File: config.mk
export PLATFORM = sky130hd
export DESIGN_NAME = pattern_selector
export DESIGN_NICKNAME = d
export VERILOG_FILES = /design/src/rtl/pattern_selector_pkg.sv /design/src/rtl/pattern_selector_key_filter.sv /design/src/rtl/pattern_selector.sv
export SDC_FILE = /design/constraint.sdc
export NUM_CORES = 1
export LEC_CHECK = 0
export ABC_AREA = 1
export CAP_MARGIN = 25
export CORE_MARGIN = 3
export CORE_UTILIZATION = 41
export CTS_CLUSTER_DIAMETER = 100
export DETAILED_ROUTE_END_ITERATION = 16
export PLACE_DENSITY = 0.62
export SYNTH_ARGS = -nofsm -noshare
export SYNTH_HDL_FRONTEND = slang
export SYNTH_SLANG_ARGS = --single-unit
File: constraint.sdc
create_clock -name clk -period 2 [get_ports clk]
set_input_delay 0.3 -clock clk [delete_from_list [all_inputs] [get_ports clk]]
set_output_delay 0.3 -clock clk [all_outputs]
set_load 0.005 [all_outputs]
File: src/rtl/pattern_selector_pkg.sv
// Shared types and helpers for the pattern selector: rail sequencer states and
// a width helper for sizing the millisecond counters.
package pattern_selector_pkg;

  typedef enum logic [1:0] {
    RAIL_OFF  = 2'd0,
    RAIL_UP   = 2'd1,
    RAIL_ON   = 2'd2,
    RAIL_DOWN = 2'd3
  } rail_state_e;

  // Bits needed to hold 0..value-1, never less than one.
  function automatic int unsigned clog2(input int unsigned value);
    int unsigned w;
    w = 1;
    while (((32'd1 << w) < value) && (w < 31)) w++;
    return w;
  endfunction

endpackage

File: src/rtl/pattern_selector_key_filter.sv
// One panel key: synchroniser, ms-tick debounce and hold/auto-repeat timing.
// step_o pulses once per accepted press and once per repeat interval.
module key_filter
  import pattern_selector_pkg::*;
#(
  parameter int unsigned DEB_MS  = 20,
  parameter int unsigned HOLD_MS = 500,
  parameter int unsigned RPT_MS  = 100
) (
  input  logic clk,
  input  logic rst,
  input  logic tick_ms_i,
  input  logic key_n_i,
  input  logic clr_rpt_i,
  output logic step_o,
  output logic held_o
);

  localparam int unsigned DEB_W   = clog2(DEB_MS + 1);
  localparam int unsigned TMR_MAX = (HOLD_MS > RPT_MS) ? HOLD_MS : RPT_MS;
  localparam int unsigned TMR_W   = clog2(TMR_MAX + 1);
  localparam logic [DEB_W-1:0] DEB_LAST  = DEB_W'(DEB_MS - 1);
  localparam logic [TMR_W-1:0] HOLD_LAST = TMR_W'(HOLD_MS - 1);
  localparam logic [TMR_W-1:0] RPT_LAST  = TMR_W'(RPT_MS - 1);

  logic [1:0]       sync_q;
  logic             key_lvl_c;
  logic             press_q, press_d;
  logic [DEB_W-1:0] deb_q, deb_d;
  logic [TMR_W-1:0] tmr_q, tmr_d;
  logic             rpt_en_q, rpt_en_d;
  logic             hold_ph_q, hold_ph_d;
  logic             step_q, step_d;

  assign key_lvl_c = ~sync_q[1];

  always_ff @(posedge clk) begin
    if (rst) begin
      sync_q    <= 2'b11;
      press_q   <= 1'b0;
      deb_q     <= '0;
      tmr_q     <= '0;
      rpt_en_q  <= 1'b0;
      hold_ph_q <= 1'b0;
      step_q    <= 1'b0;
    end else begin
      sync_q    <= {sync_q[0], key_n_i};
      press_q   <= press_d;
      deb_q     <= deb_d;
      tmr_q     <= tmr_d;
      rpt_en_q  <= rpt_en_d;
      hold_ph_q <= hold_ph_d;
      step_q    <= step_d;
    end
  end

  always_comb begin
    press_d   = press_q;
    deb_d     = deb_q;
    tmr_d     = tmr_q;
    rpt_en_d  = rpt_en_q;
    hold_ph_d = hold_ph_q;
    step_d    = 1'b0;

    // Filtered level follows the key only after DEB_MS consecutive mismatching ticks.
    if (key_lvl_c == press_q) begin
      deb_d = '0;
    end else if (tick_ms_i) begin
      if (deb_q == DEB_LAST) begin
        press_d = key_lvl_c;
        deb_d   = '0;
      end else begin
        deb_d = deb_q + DEB_W'(1);
      end
    end

    if (!press_q && press_d) begin
      step_d    = 1'b1;
      rpt_en_d  = 1'b1;
      hold_ph_d = 1'b1;
      tmr_d     = '0;
    end else if (!press_d) begin
      rpt_en_d = 1'b0;
    end else if (rpt_en_q && tick_ms_i) begin
      if (tmr_q == (hold_ph_q ? HOLD_LAST : RPT_LAST)) begin
        step_d    = 1'b1;
        hold_ph_d = 1'b0;
        tmr_d     = '0;
      end else begin
        tmr_d = tmr_q + TMR_W'(1);
      end
    end

    // A suppressed key stays silent until it is released and pressed again.
    if (clr_rpt_i) rpt_en_d = 1'b0;
  end

  assign step_o = step_q;
  assign held_o = press_q;

endmodule

File: src/rtl/pattern_selector.sv
// Panel pattern selector: ms prescaler, two debounced keys stepping dis_sn,
// and an N_RAIL supply-enable sequencer that gates key steps.
module pattern_selector
  import pattern_selector_pkg::*;
#(
  parameter int unsigned CLK_PER_MS  = 81000,
  parameter int unsigned DEB_MS      = 20,
  parameter int unsigned HOLD_MS     = 500,
  parameter int unsigned RPT_MS      = 100,
  parameter int unsigned SN_W        = 8,
  parameter int unsigned PAT_MIN     = 127,
  parameter int unsigned PAT_MAX     = 255,
  parameter int unsigned WRAP        = 0,
  parameter int unsigned N_RAIL      = 4,
  parameter int unsigned RAIL_GAP_MS = 5
) (
  input  logic              clk,
  input  logic              rst,
  input  logic              sw_up,
  input  logic              sw_down,
  input  logic              lock,
  input  logic              pwr_req,
  output logic [N_RAIL-1:0] en_rail,
  output logic              rail_on,
  output logic [SN_W-1:0]   dis_sn,
  output logic              dis_chg
);

  localparam int unsigned PRE_W = clog2(CLK_PER_MS);
  localparam int unsigned GAP_W = clog2(RAIL_GAP_MS + 1);
  localparam logic [PRE_W-1:0]  PRE_LAST   = PRE_W'(CLK_PER_MS - 1);
  localparam logic [GAP_W-1:0]  GAP_LAST   = GAP_W'(RAIL_GAP_MS - 1);
  localparam logic [SN_W-1:0]   SN_MIN     = SN_W'(PAT_MIN);
  localparam logic [SN_W-1:0]   SN_MAX     = SN_W'(PAT_MAX);
  localparam logic [N_RAIL-1:0] RAIL_FIRST = N_RAIL'(1);
  localparam logic [N_RAIL-1:0] RAIL_ALL   = '1;

  logic [PRE_W-1:0]  pre_q;
  logic              tick_c;
  logic              step_up, step_dn, held_up, held_dn;
  logic              accept_c, both_c, clr_rpt_c;
  logic [SN_W-1:0]   sn_q, sn_d;
  logic              chg_q, chg_d;
  rail_state_e       state_q, state_d;
  logic [N_RAIL-1:0] rail_q, rail_d;
  logic [GAP_W-1:0]  gap_q, gap_d;
  logic              rail_on_q, rail_on_d;

  assign tick_c = (pre_q == PRE_LAST);

  key_filter #(.DEB_MS(DEB_MS), .HOLD_MS(HOLD_MS), .RPT_MS(RPT_MS)) u_key_up (
    .clk(clk), .rst(rst), .tick_ms_i(tick_c), .key_n_i(sw_up),
    .clr_rpt_i(clr_rpt_c), .step_o(step_up), .held_o(held_up)
  );

  key_filter #(.DEB_MS(DEB_MS), .HOLD_MS(HOLD_MS), .RPT_MS(RPT_MS)) u_key_dn (
    .clk(clk), .rst(rst), .tick_ms_i(tick_c), .key_n_i(sw_down),
    .clr_rpt_i(clr_rpt_c), .step_o(step_dn), .held_o(held_dn)
  );

  always_ff @(posedge clk) begin
    if (rst) begin
      pre_q     <= '0;
      sn_q      <= SN_MIN;
      chg_q     <= 1'b0;
      state_q   <= RAIL_OFF;
      rail_q    <= '0;
      gap_q     <= '0;
      rail_on_q <= 1'b0;
    end else begin
      pre_q     <= tick_c ? '0 : pre_q + PRE_W'(1);
      sn_q      <= sn_d;
      chg_q     <= chg_d;
      state_q   <= state_d;
      rail_q    <= rail_d;
      gap_q     <= gap_d;
      rail_on_q <= rail_on_d;
    end
  end

  // Step arbitration; any step seen with both keys down collapses to PAT_MIN.
  always_comb begin
    accept_c  = ~lock & (state_q == RAIL_ON);
    both_c    = (step_up | step_dn) & held_up & held_dn;
    clr_rpt_c = both_c | ~accept_c;
    sn_d      = sn_q;
    if (accept_c) begin
      if (both_c) begin
        sn_d = SN_MIN;
      end else if (step_up) begin
        sn_d = (sn_q == SN_MAX) ? ((WRAP != 0) ? SN_MIN : SN_MAX) : sn_q + SN_W'(1);
      end else if (step_dn) begin
        sn_d = (sn_q == SN_MIN) ? ((WRAP != 0) ? SN_MAX : SN_MIN) : sn_q - SN_W'(1);
      end
    end
    chg_d = (sn_d != sn_q);
  end

  // Rail sequencer: thermometer-coded enables, one bit per gap.
  always_comb begin
    state_d   = state_q;
    rail_d    = rail_q;
    gap_d     = gap_q;
    rail_on_d = rail_on_q;
    case (state_q)
      RAIL_OFF: begin
        if (pwr_req) begin
          rail_d  = RAIL_FIRST;
          gap_d   = '0;
          state_d = RAIL_UP;
          if (rail_d == RAIL_ALL) begin
            state_d   = RAIL_ON;
            rail_on_d = 1'b1;
          end
        end
      end
      RAIL_UP: begin
        if (!pwr_req) begin
          rail_d  = rail_q >> 1;
          gap_d   = '0;
          state_d = (rail_d == '0) ? RAIL_OFF : RAIL_DOWN;
        end else if (tick_c) begin
          if (gap_q == GAP_LAST) begin
            rail_d = (rail_q << 1) | RAIL_FIRST;
            gap_d  = '0;
            if (rail_d == RAIL_ALL) begin
              state_d   = RAIL_ON;
              rail_on_d = 1'b1;
            end
          end else begin
            gap_d = gap_q + GAP_W'(1);
          end
        end
      end
      RAIL_ON: begin
        if (!pwr_req) begin
          rail_d    = rail_q >> 1;
          gap_d     = '0;
          rail_on_d = 1'b0;
          state_d   = (rail_d == '0) ? RAIL_OFF : RAIL_DOWN;
        end
      end
      RAIL_DOWN: begin
        if (pwr_req) begin
          gap_d   = '0;
          state_d = RAIL_UP;
        end else if (tick_c) begin
          if (gap_q == GAP_LAST) begin
            rail_d = rail_q >> 1;
            gap_d  = '0;
            if (rail_d == '0) state_d = RAIL_OFF;
          end else begin
            gap_d = gap_q + GAP_W'(1);
          end
        end
      end
      default: state_d = RAIL_OFF;
    endcase
  end

  assign en_rail = rail_q;
  assign rail_on = rail_on_q;
  assign dis_sn  = sn_q;
  assign dis_chg = chg_q;

endmodule

; ---- After elaboration in Yosys (flattened, before gate mapping)
; Index checks and enable logic that the tools add are counted.
[word_totals]
reg_bits = 76
romBits = 0
mem_bits_rw = 0
input_bits = 6
latchBits = 0
n_memories = 0
wordCells = 171
output_inout_bits = 14
[classes]
n_bitwise = 9
magnitude_cmp = 0
n_addsub = 8
reduce_logical = 29
n_eq_ne = 32
n_div = 0
multipliers = 0
muxes = 72
shift = 0
[ops]
columns = op, n
row1 = 2-to-1 mux 8 bit, 6
row2 = 2-to-1 mux 9 bit, 4
row3 = 2-to-1 mux 4 bit, 8
row4 = 2-to-1 mux 1 bit, 31
row5 = 2-to-1 mux 2 bit, 11
row6 = "inequality test 2 bit, second input constant", 11
row7 = "adder 9 x 1 -> 9 bit, second input constant", 2
row8 = == test 9 bit, 2
row9 = 2-to-1 mux 3 bit, 6
row10 = "inequality test 3 bit, second input constant", 6
row11 = "adder 17 x 1 -> 17 bit, second input constant", 1
row12 = "== test 17 bit, second input constant", 1
row13 = one-hot mux 4 bit (4 select lines), 1
row14 = nonzero test 2 bit, 7
row15 = one-hot mux 3 bit (4 select lines), 1
row16 = OR reduction 2 bit, 6
row17 = "adder 5 x 1 -> 5 bit, second input constant", 2
row18 = "== test 5 bit, second input constant", 2
row19 = 2-to-1 mux 5 bit, 2
row20 = "adder 8 x 1 -> 8 bit, second input constant", 1
row21 = "== test 8 x 7 -> 1 bit, second input constant", 1
row22 = "== test 8 bit, second input constant", 1
row23 = inequality test 8 bit, 1
row24 = one-hot mux 2 bit (4 select lines), 1
row25 = other kinds (19), 35

; ---- Logic depth before layout (Yosys ltp)
; Gate-level depths: netlist of run 1.
[depth]
word_depth = 7
mapped_depth = 16
depth_no_buf = 15

; ---- Modules after synthesis
; Synthesis of run 1 repeated with hierarchy kept, for this count alone.
[unflattened]
cells_unflattened = 704
area_unflattened_um2 = 4663.2
[modules_own_cells]
columns = module, cells_each, instances, seq_area_each_um2, area_per_inst_um2
row1 = pattern_selector, 386, 1, 720.7, 2416.1
row2 = key_filter, 159, 2, 400.4, 1123.6

; ---- Worst setup path before layout of run 1
; Ideal clock, no wire load.
[synth_timing]
path_type = register -> register
start = reg sn_q[0], in the netlist dis_sn[0]
end = reg chg_q, in the netlist dis_chg
arrival_time_ns = 1.730
setup_time_ns = 0.129
path_stages_with_launch = 15
synth_period_minus_slack_ns = 1.858
path_buffers = 1
slack_ns = 0.142
t_required_ns = 1.871
path_cell_list = dfxtp_1 -> clkbuf_1 -> inv_1 -> ha_1 -> nand2_1 -> o21ai_0 -> nor2_1 -> nor2_1 -> nand2_1 -> nand3_1 -> nand2_1 -> nor2_1 -> nand3_1 -> nor2_1 -> nor2_1
[synth_via]
elab_chain_cells = 7
elab_cells_between_ends = 11
cone_classes = add/sub: 2 / eq/ne: 3 / mux: 6
[synth_lines]
columns = element, line
row1 = from (decl), pattern_selector.sv:42  ; logic [SN_W-1:0] sn_q, sn_d;
row2 = from (signal assigned), pattern_selector.sv:72  ; sn_q <= sn_d;
row3 = subtractor 8 x 1 -> 8 bit / == test 8 x 7 -> 1 bit (equally long branches), pattern_selector.sv:93  ; sn_d = (sn_q == SN_MIN) ? ((WRAP != 0) ? SN_MAX : SN_MIN) : sn_q - SN_W'(1);
row4 = 2-to-1 mux 8 bit, pattern_selector.sv:93
row5 = 2-to-1 mux 8 bit, pattern_selector.sv:92  ; end else if (step_dn) begin
row6 = 2-to-1 mux 8 bit, pattern_selector.sv:90  ; end else if (step_up) begin
row7 = 2-to-1 mux 8 bit, pattern_selector.sv:88  ; if (both_c) begin
row8 = 2-to-1 mux 8 bit, pattern_selector.sv:87  ; if (accept_c) begin
row9 = inequality test 8 bit *, pattern_selector.sv:96  ; chg_d = (sn_d != sn_q);
row10 = to (signal assigned), pattern_selector.sv:73  ; chg_q <= chg_d;
row11 = to (decl), pattern_selector.sv:43  ; logic chg_q, chg_d;
; Mark *: on every way between the ends. The rest lies on a longest branch, timed or not.
; A chain may end at the register's enable or synchronous reset.

; ---- Worst setup path in the final report of run 1
[layout_timing]
start = reg pre_q[1]
end = reg u_key_dn.rpt_en_q
[layout_via]
elab_chain_cells = 5
elab_cells_between_ends = 6
cone_classes = eq/ne: 2 / mux: 3 / reduce/logical: 1
[layout_lines]
columns = element, line
row1 = from (decl), pattern_selector.sv:38  ; logic [PRE_W-1:0] pre_q;
row2 = from (signal assigned), pattern_selector.sv:71  ; pre_q <= tick_c ? '0 : pre_q + PRE_W'(1);
row3 = == test 17 bit *, pattern_selector.sv:49  ; assign tick_c = (pre_q == PRE_LAST);
row4 = 2-to-1 mux 1 bit *, pattern_selector_key_filter.sv:68  ; end else if (tick_ms_i) begin
row5 = 2-to-1 mux 1 bit *, pattern_selector_key_filter.sv:66  ; if (key_lvl_c == press_q) begin
row6 = logical AND 1 bit, pattern_selector_key_filter.sv:77  ; if (!press_q && press_d) begin
row7 = inequality test 2 bit (no line) / 2-to-1 mux 1 bit (equally long branches), n/a
row8 = to (signal assigned), pattern_selector_key_filter.sv:51  ; rpt_en_q <= rpt_en_d;
row9 = to (decl), pattern_selector_key_filter.sv:31  ; logic rpt_en_q, rpt_en_d;
; Marks and branches as above.

==> results of run 1 <==
-- worst reg2reg max path, delay by kind of cell, from the launching register on --
kind / cells / cell delay [ps]
and+or+nand+nor: 4 / 760
buffers and inverters: 2 / 350
adders and majority gates: 1 / 150
AOI/OAI and AO/OA: 1 / 170
DFF: 1 / 350
-- flip-flops by register name, indices dropped and copies added (netlist names), 2 cells and up --
register,count
pre_q,17
u_key_dn.tmr_q,9
u_key_up.tmr_q,9
dis_sn,8
u_key_dn.deb_q,5
u_key_up.deb_q,5
en_rail,4
gap_q,3
state_q,2
u_key_dn.sync_q,2
u_key_up.sync_q,2
-- final cells by class --
type	instances	area, um2
clock buffer	14	143
clock inverter	2	35.0
fill	1052	5160
inverter	76	289
multi-input combinational	503	2650
sequential	76	1530
tap	136	170
timing repair buffer	58	483
-- cell usage in the layout (no fill, tap or decap), types with 8 or more instances in the layout --
cell             Yosys  routed
nand3_1             69      68
nand4_1             28      28
inv_1               73      72
nor3_1              13      13
clkbuf_8             0       9
o21ai_0             30      29
ha_1                 9       8
buf_4                1      39
xor2_1              11      11
clkdlybuf4s50_1      0      19
nor2_1              79      76
dfxtp_1             76      73
nand2_2             10      11
a21oi_1             45      44
nand2_1            152     150
-- metrics by stage --
step | setup TNS [ps] | hold slack (ps) | power [mW] | std cells | utilization, %
after floorplan | 0 | 389 | 2.12 | 673 | -
after global placement | 0 | 393 | 2.34 | 839 | 47.6
after detailed placement | -10.2 | 398 | 2.35 | 839 | 47.6
after CTS | 0 | 416 | 3.50 | 855 | 49.3
after global routing | -63.7 | 463 | 3.67 | 865 | 50.7
final | 0 | 416 | 3.46 | 865 | 50.7
-- routing by layer --
metal  global-route usage [%]  vias to the layer above
li1                         -                     2325
met1                     23.1                     2027
met2                     28.1                       71
met3                     3.34                       13
met4                     6.32                        0
met5                        0                        -
-- final timing paths --
check                                   endpoint  slack (ps)  cells after the start
setup / recovery  u_key_dn.rpt_en_q$_SDFFE_PP0P_         130                      8
hold / removal     u_key_dn.sync_q[1]$_SDFF_PP1_         420                      1
setup reg to reg  u_key_dn.rpt_en_q$_SDFFE_PP0P_         130                      8
hold reg to reg    u_key_dn.sync_q[1]$_SDFF_PP1_         420                      1
-- timing repair --
action,4_1_cts,5_1_grt
cloned,0,1
setup endpoints to repair,9,31
gates resized for setup,2,17
setup buffers,0,9
pin swaps,1,7
hold endpoints to repair,0,0
-- power by group --
part / switching, mW / total (mW) / leakage (nW) / internal [mW]
Clock: 0.553 / 1.13 / 0.0887 / 0.579
Sequential: 0.110 / 1.69 / 0.616 / 1.58
Combinational: 0.370 / 0.641 / 1.52 / 0.271
Total: 1.03 / 3.46 / 2.23 / 2.43
-- logic make-up after synthesis --
kind of cell	count (synthesis)
XOR/XNOR	14
adder cells (fa/ha/maj)	9
buffers and inverters	95
AO/OA/AOI/OAI	89
flip-flops	76
AND/OR/NAND/NOR	390
==> impl_metrics.toml, run 1 <==
[outcome]
outcome = "complete, no violations"

[setup_path]
start_kind = "flip-flop"
critPathBufInv = 2
cpMaxStageDelayCell = "nor4_4"
end_kind = "flip-flop"
worstPathCellList = "ha_4, nand2_2, nor4_4, nand4_1, nand2_2, clkinvlp_4, buf_4, a211oi_1"
cp.required_ps = 2260
cp_common_cell = "nand2_2"
slowest_delay_ps = 370
cp-startpoint = "pre_q[1]$_SDFF_PP0_"
critPathMaxFanout = 4
critical-path-top-delay-family = "simple AND/OR/NAND/NOR gates"
worstPathArrival_ps = 2130
worstSetupPathType = "flip-flop to flip-flop"
r2r-start = "pre_q[1]$_SDFF_PP0_"

[floorplan]
start_util_pct = 42.9
dieHeight_um = 111
ios = 20
rows = 37
die_w_um = 111
coreArea_um2 = 10500
dieArea_um2 = 12200

[grt]
grt_pass1_vias = 4050
antenna_found_initial = 0
grt_max_degree = 17
grt_use_total_pct = 17.4
overflow = 0
grt_pass1_wl_mm = 18.3

[job]
drv_cap = 0

[route]
drtIter0Drc = 245
finalWirelength_mm = 10.6
wl_met3_um = 365
vias = 4436
avgRoutedWirePerCell_um = 12.3
met1Wirelength_mm = 5.16
drc_errors = 0
postRouteAntennaNets = 0
vias_per_cell = 5.13
drtPass1Iterations = 4
met2_length_mm = 4.98
routed.top_layer = "met4"

[finish]
antenna_cells = 0
num-nets-final = 739
drive_gt1_share_pct = 14.0
final_area_um2 = 5300
area_delta_synth_final_pct = 18.1

[clock_tree]
clkLatencyLatePin_ps = 350
cts_tree = "built"
cts_max_path_buffers = 2
holdBufCountCts = 0
cts_sinks = 76
root_buffer = "clkbuf_8"
clk_pin_slew_worst_paths_ps = 80
htree_num_levels = 3
cts_buffers = 9

[sta]
setup_violations = 0
rsz0062_at_grt = "true"
min_period_ps = 1870
fin_ws_ps = 129
relSlewSlack_pct = 71.7
drv_slew = 0
tightest_slew_ps = 424
final-hold-violation-count = 0
fmax_mhz = 534
skew_ps = 12.0
period_share_pct = 93.5

[yosys]
yosysUniqueCellTypes = 41
synth-compound-area-share_pct = 11.0
ys_ff_latch = 76
yosysTopAreaCell = "dfxtp_1"
synthAdderAreaFrac_pct = 2.51
synthesis.area_um2 = 4490
synth.most_common_cell = "nand2_1"
yosysSeqAreaShare_pct = 33.9
synth_top_family_by_area = "simple AND/OR/NAND/NOR gates"
synth_edf_count = 0
synthTopCellsByArea = "dfxtp_1, nand2_1, nand3_1, nor2_1, inv_1"
synth_warnings = 0
synthDominantCellAreaShare_pct = 33.9
async_flop_share_pct = 0
syn_area_per_cell_um2 = 6.67
synthSimpleGateAreaFrac_pct = 41.3
synth.area.mux_share_pct = 0
synth_common_cells = "nand2_1, nor2_1, dfxtp_1"
synthFlopType = "dfxtp_1"
synthCells = 673
synth_xor_area_share_pct = 2.73
syn-num-nets = 688

[hold_path]
min_path_type = "flip-flop to flip-flop"
hold_start = "u_key_dn.sync_q[0]$_SDFF_PP1_"

[place]
place_congestion = 0.900
dp_hpwl_mm = 7.81
portBuffers = 19
dpl_cell_area_um2 = 4980
post-place-ws_ps = -3.17

[power]
cellPowerDensity_nw_per_um2 = 654
power_leakage_nw = 2.23
peakVddDrop_v = 0.000464
Note: power is estimated with default switching activity, not from simulation.
==> run 2: changes to the inputs <==
--- a/config.mk
+++ b/config.mk
@@ -7,11 +7,13 @@
 export LEC_CHECK = 0
 export ABC_AREA = 1
 export CAP_MARGIN = 25
+export CORE_ASPECT_RATIO = 0.7
 export CORE_MARGIN = 3
 export CORE_UTILIZATION = 41
 export CTS_CLUSTER_DIAMETER = 100
 export DETAILED_ROUTE_END_ITERATION = 16
 export PLACE_DENSITY = 0.62
+export SKIP_CTS_REPAIR_TIMING = 1
 export SYNTH_ARGS = -nofsm -noshare
 export SYNTH_HDL_FRONTEND = slang
 export SYNTH_SLANG_ARGS = --single-unit
==> run 2 against run 1 <==
Clock power up 43%. Final area rose by 2.1%. First-iteration DRC count increased by 43%. Utilization grew 0.80 points. Combinational power up 3.1%. Via count is 2.4% higher. Wire length increased by 7.2%. Die area is 0.16% higher.
==> impl_metrics.toml, run 2 (synthesis results as in run 1) <==
[outcome]
outcome = "complete, no violations"

[sta]
drv_slew = 0
setup_violations = 0
relSlewSlack_pct = 68.5
final-hold-violation-count = 0
fmax_mhz = 532
min_period_ps = 1880
tightest_slew_ps = 470
period_share_pct = 93.9
skew_ps = 6.19

[floorplan]
dieHeight_um = 93.5
coreArea_um2 = 10500
die_w_um = 131
dieArea_um2 = 12300
rows = 31
start_util_pct = 42.7
ios = 20

[setup_path]
start_kind = "flip-flop"
worstPathCellList = "ha_1, inv_1, nor4_2, nand3_2, o21ai_4, buf_4, nand3b_1, a21oi_1"
critPathMaxFanout = 7
slowest_delay_ps = 390
cpMaxStageDelayCell = "dfxtp_1"
cp.required_ps = 2270
worstPathArrival_ps = 2150
end_kind = "flip-flop"
r2r_cells = 8
worstSetupPathType = "flip-flop to flip-flop"

[place]
dpl_cell_area_um2 = 5040
place_congestion = 0.872
portBuffers = 19
dp_hpwl_mm = 8.26

[clock_tree]
cts_sinks = 76
cts_tree = "built"
htree_num_levels = 3
cts_max_path_buffers = 2
clkLatencyLatePin_ps = 340
cts_buffers = 9
root_buffer = "clkbuf_16"
clk_pin_slew_worst_paths_ps = 60

[route]
avgRoutedWirePerCell_um = 13.1
vias = 4544
vias_per_cell = 5.22
finalWirelength_mm = 11.4
drc_errors = 0
postRouteAntennaNets = 0
drtIter0Drc = 351
drtPass1Iterations = 5

[finish]
antenna_cells = 0
drive_gt1_share_pct = 14.0
final_area_um2 = 5410
top_register = "pre_q"
largest_reg_flops = 17
area_delta_synth_final_pct = 20.5
layout_commonest_cell = "nand2_1"
post-route-util_pct = 51.5
reg_top3 = "pre_q: 17 flops, u_key_dn.tmr_q: 9 flops, u_key_up.tmr_q: 9 flops"
final_cell_mix = "nand2_1, nor2_1, dfxtp_1"
num-nets-final = 732

[power]
power_leakage_nw = 2.26
swShare_pct = 28.5
peakVddDrop_v = 0.000387
power.internal_mw = 2.82
pwr-share-comb_pct = 16.8
switchingPower_mw = 1.12
finalPower_mw = 3.95
seqPwrFrac_pct = 42.2
cellPowerDensity_nw_per_um2 = 730
clkPwrFrac_pct = 41.0

[grt]
grt_use_total_pct = 19.4
grt_max_degree = 17
overflow = 0
grt_pass1_vias = 4134
grt_pass1_wl_mm = 19.2
antenna_found_initial = 0

[hold_path]
holdPathStages = 1
min_path_type = "flip-flop to flip-flop"

[job]
drv_cap = 0
[run 2: through the flow]
stage	setup WS (ps)	std cells	setup TNS, ps	hold slack (ps)
after floorplan	142	673	0	389
after global placement	101	852	0	393
after detailed placement	57.4	852	0	400
after CTS	52.1	868	0	415
after global routing	-47.0	870	-155	423
final	122	870	0	412
[run 2: layer usage]
metal  share of wire, %  global-route usage [%]  vias to the layer above
met2                 42                    28.2                      111
met3                5.6                    4.97                       18
met4                1.6                    5.99                        0
li1                   -                       -                     2315
met1                 51                    27.8                     2100
met5                  0                       0                        -
[run 2: worst paths after layout]
path / slack (ps) / startpoint / end
min reg2reg: 410 / u_key_up.sync_q[0]$_SDFF_PP1_ / u_key_up.sync_q[1]$_SDFF_PP1_
min: 410 / u_key_up.sync_q[0]$_SDFF_PP1_ / u_key_up.sync_q[1]$_SDFF_PP1_
max reg2reg: 120 / u_key_up.deb_q[0]$_SDFFE_PP0N_ / u_key_up.tmr_q[2]$_SDFFE_PP0P_
max: 120 / u_key_up.deb_q[0]$_SDFFE_PP0N_ / u_key_up.tmr_q[2]$_SDFFE_PP0P_
[run 2: cell type report]
type                            instances  area (um2)
Clock inverter                          6        63.8
Timing Repair Buffer                   51         468
Sequential cell                        76        1520
Multi-Input combinational cell        503        2650
Tap cell                              148         185
Fill cell                            1029        5100
Clock buffer                           10         229
Inverter                               76         285
[run 2: power by group through the flow]
stage	logic, mW	registers, mW	clock network [mW]
4_1_cts	0.661	1.67	1.66
2_1_floorplan	0.442	1.68	0
6_report	0.661	1.67	1.62
5_1_grt	0.767	1.68	1.72
3_5_place_dp	0.659	1.70	0
3_3_place_gp	0.645	1.70	0
[run 2: worst max-delay path: cells and delay by family, from the launching register on]
kind / cells / cell delay [ps]
AO/OA/AOI/OAI: 2 / 440
adder cells (fa/ha/maj): 1 / 200
buffers and inverters: 2 / 280
flip-flops: 1 / 390
AND/OR/NAND/NOR: 3 / 500
==> run 3: changes to the inputs <==
--- a/config.mk
+++ b/config.mk
@@ -13,7 +13,9 @@
 export CTS_CLUSTER_DIAMETER = 100
 export DETAILED_ROUTE_END_ITERATION = 16
 export PLACE_DENSITY = 0.62
+export SETUP_SLACK_MARGIN = 0.02
 export SKIP_CTS_REPAIR_TIMING = 1
+export SLEW_MARGIN = 0
 export SYNTH_ARGS = -nofsm -noshare
 export SYNTH_HDL_FRONTEND = slang
 export SYNTH_SLANG_ARGS = --single-unit
==> results of run 3 <==
Same layout as run 2 (identical final DEF). Status: complete, no violations.
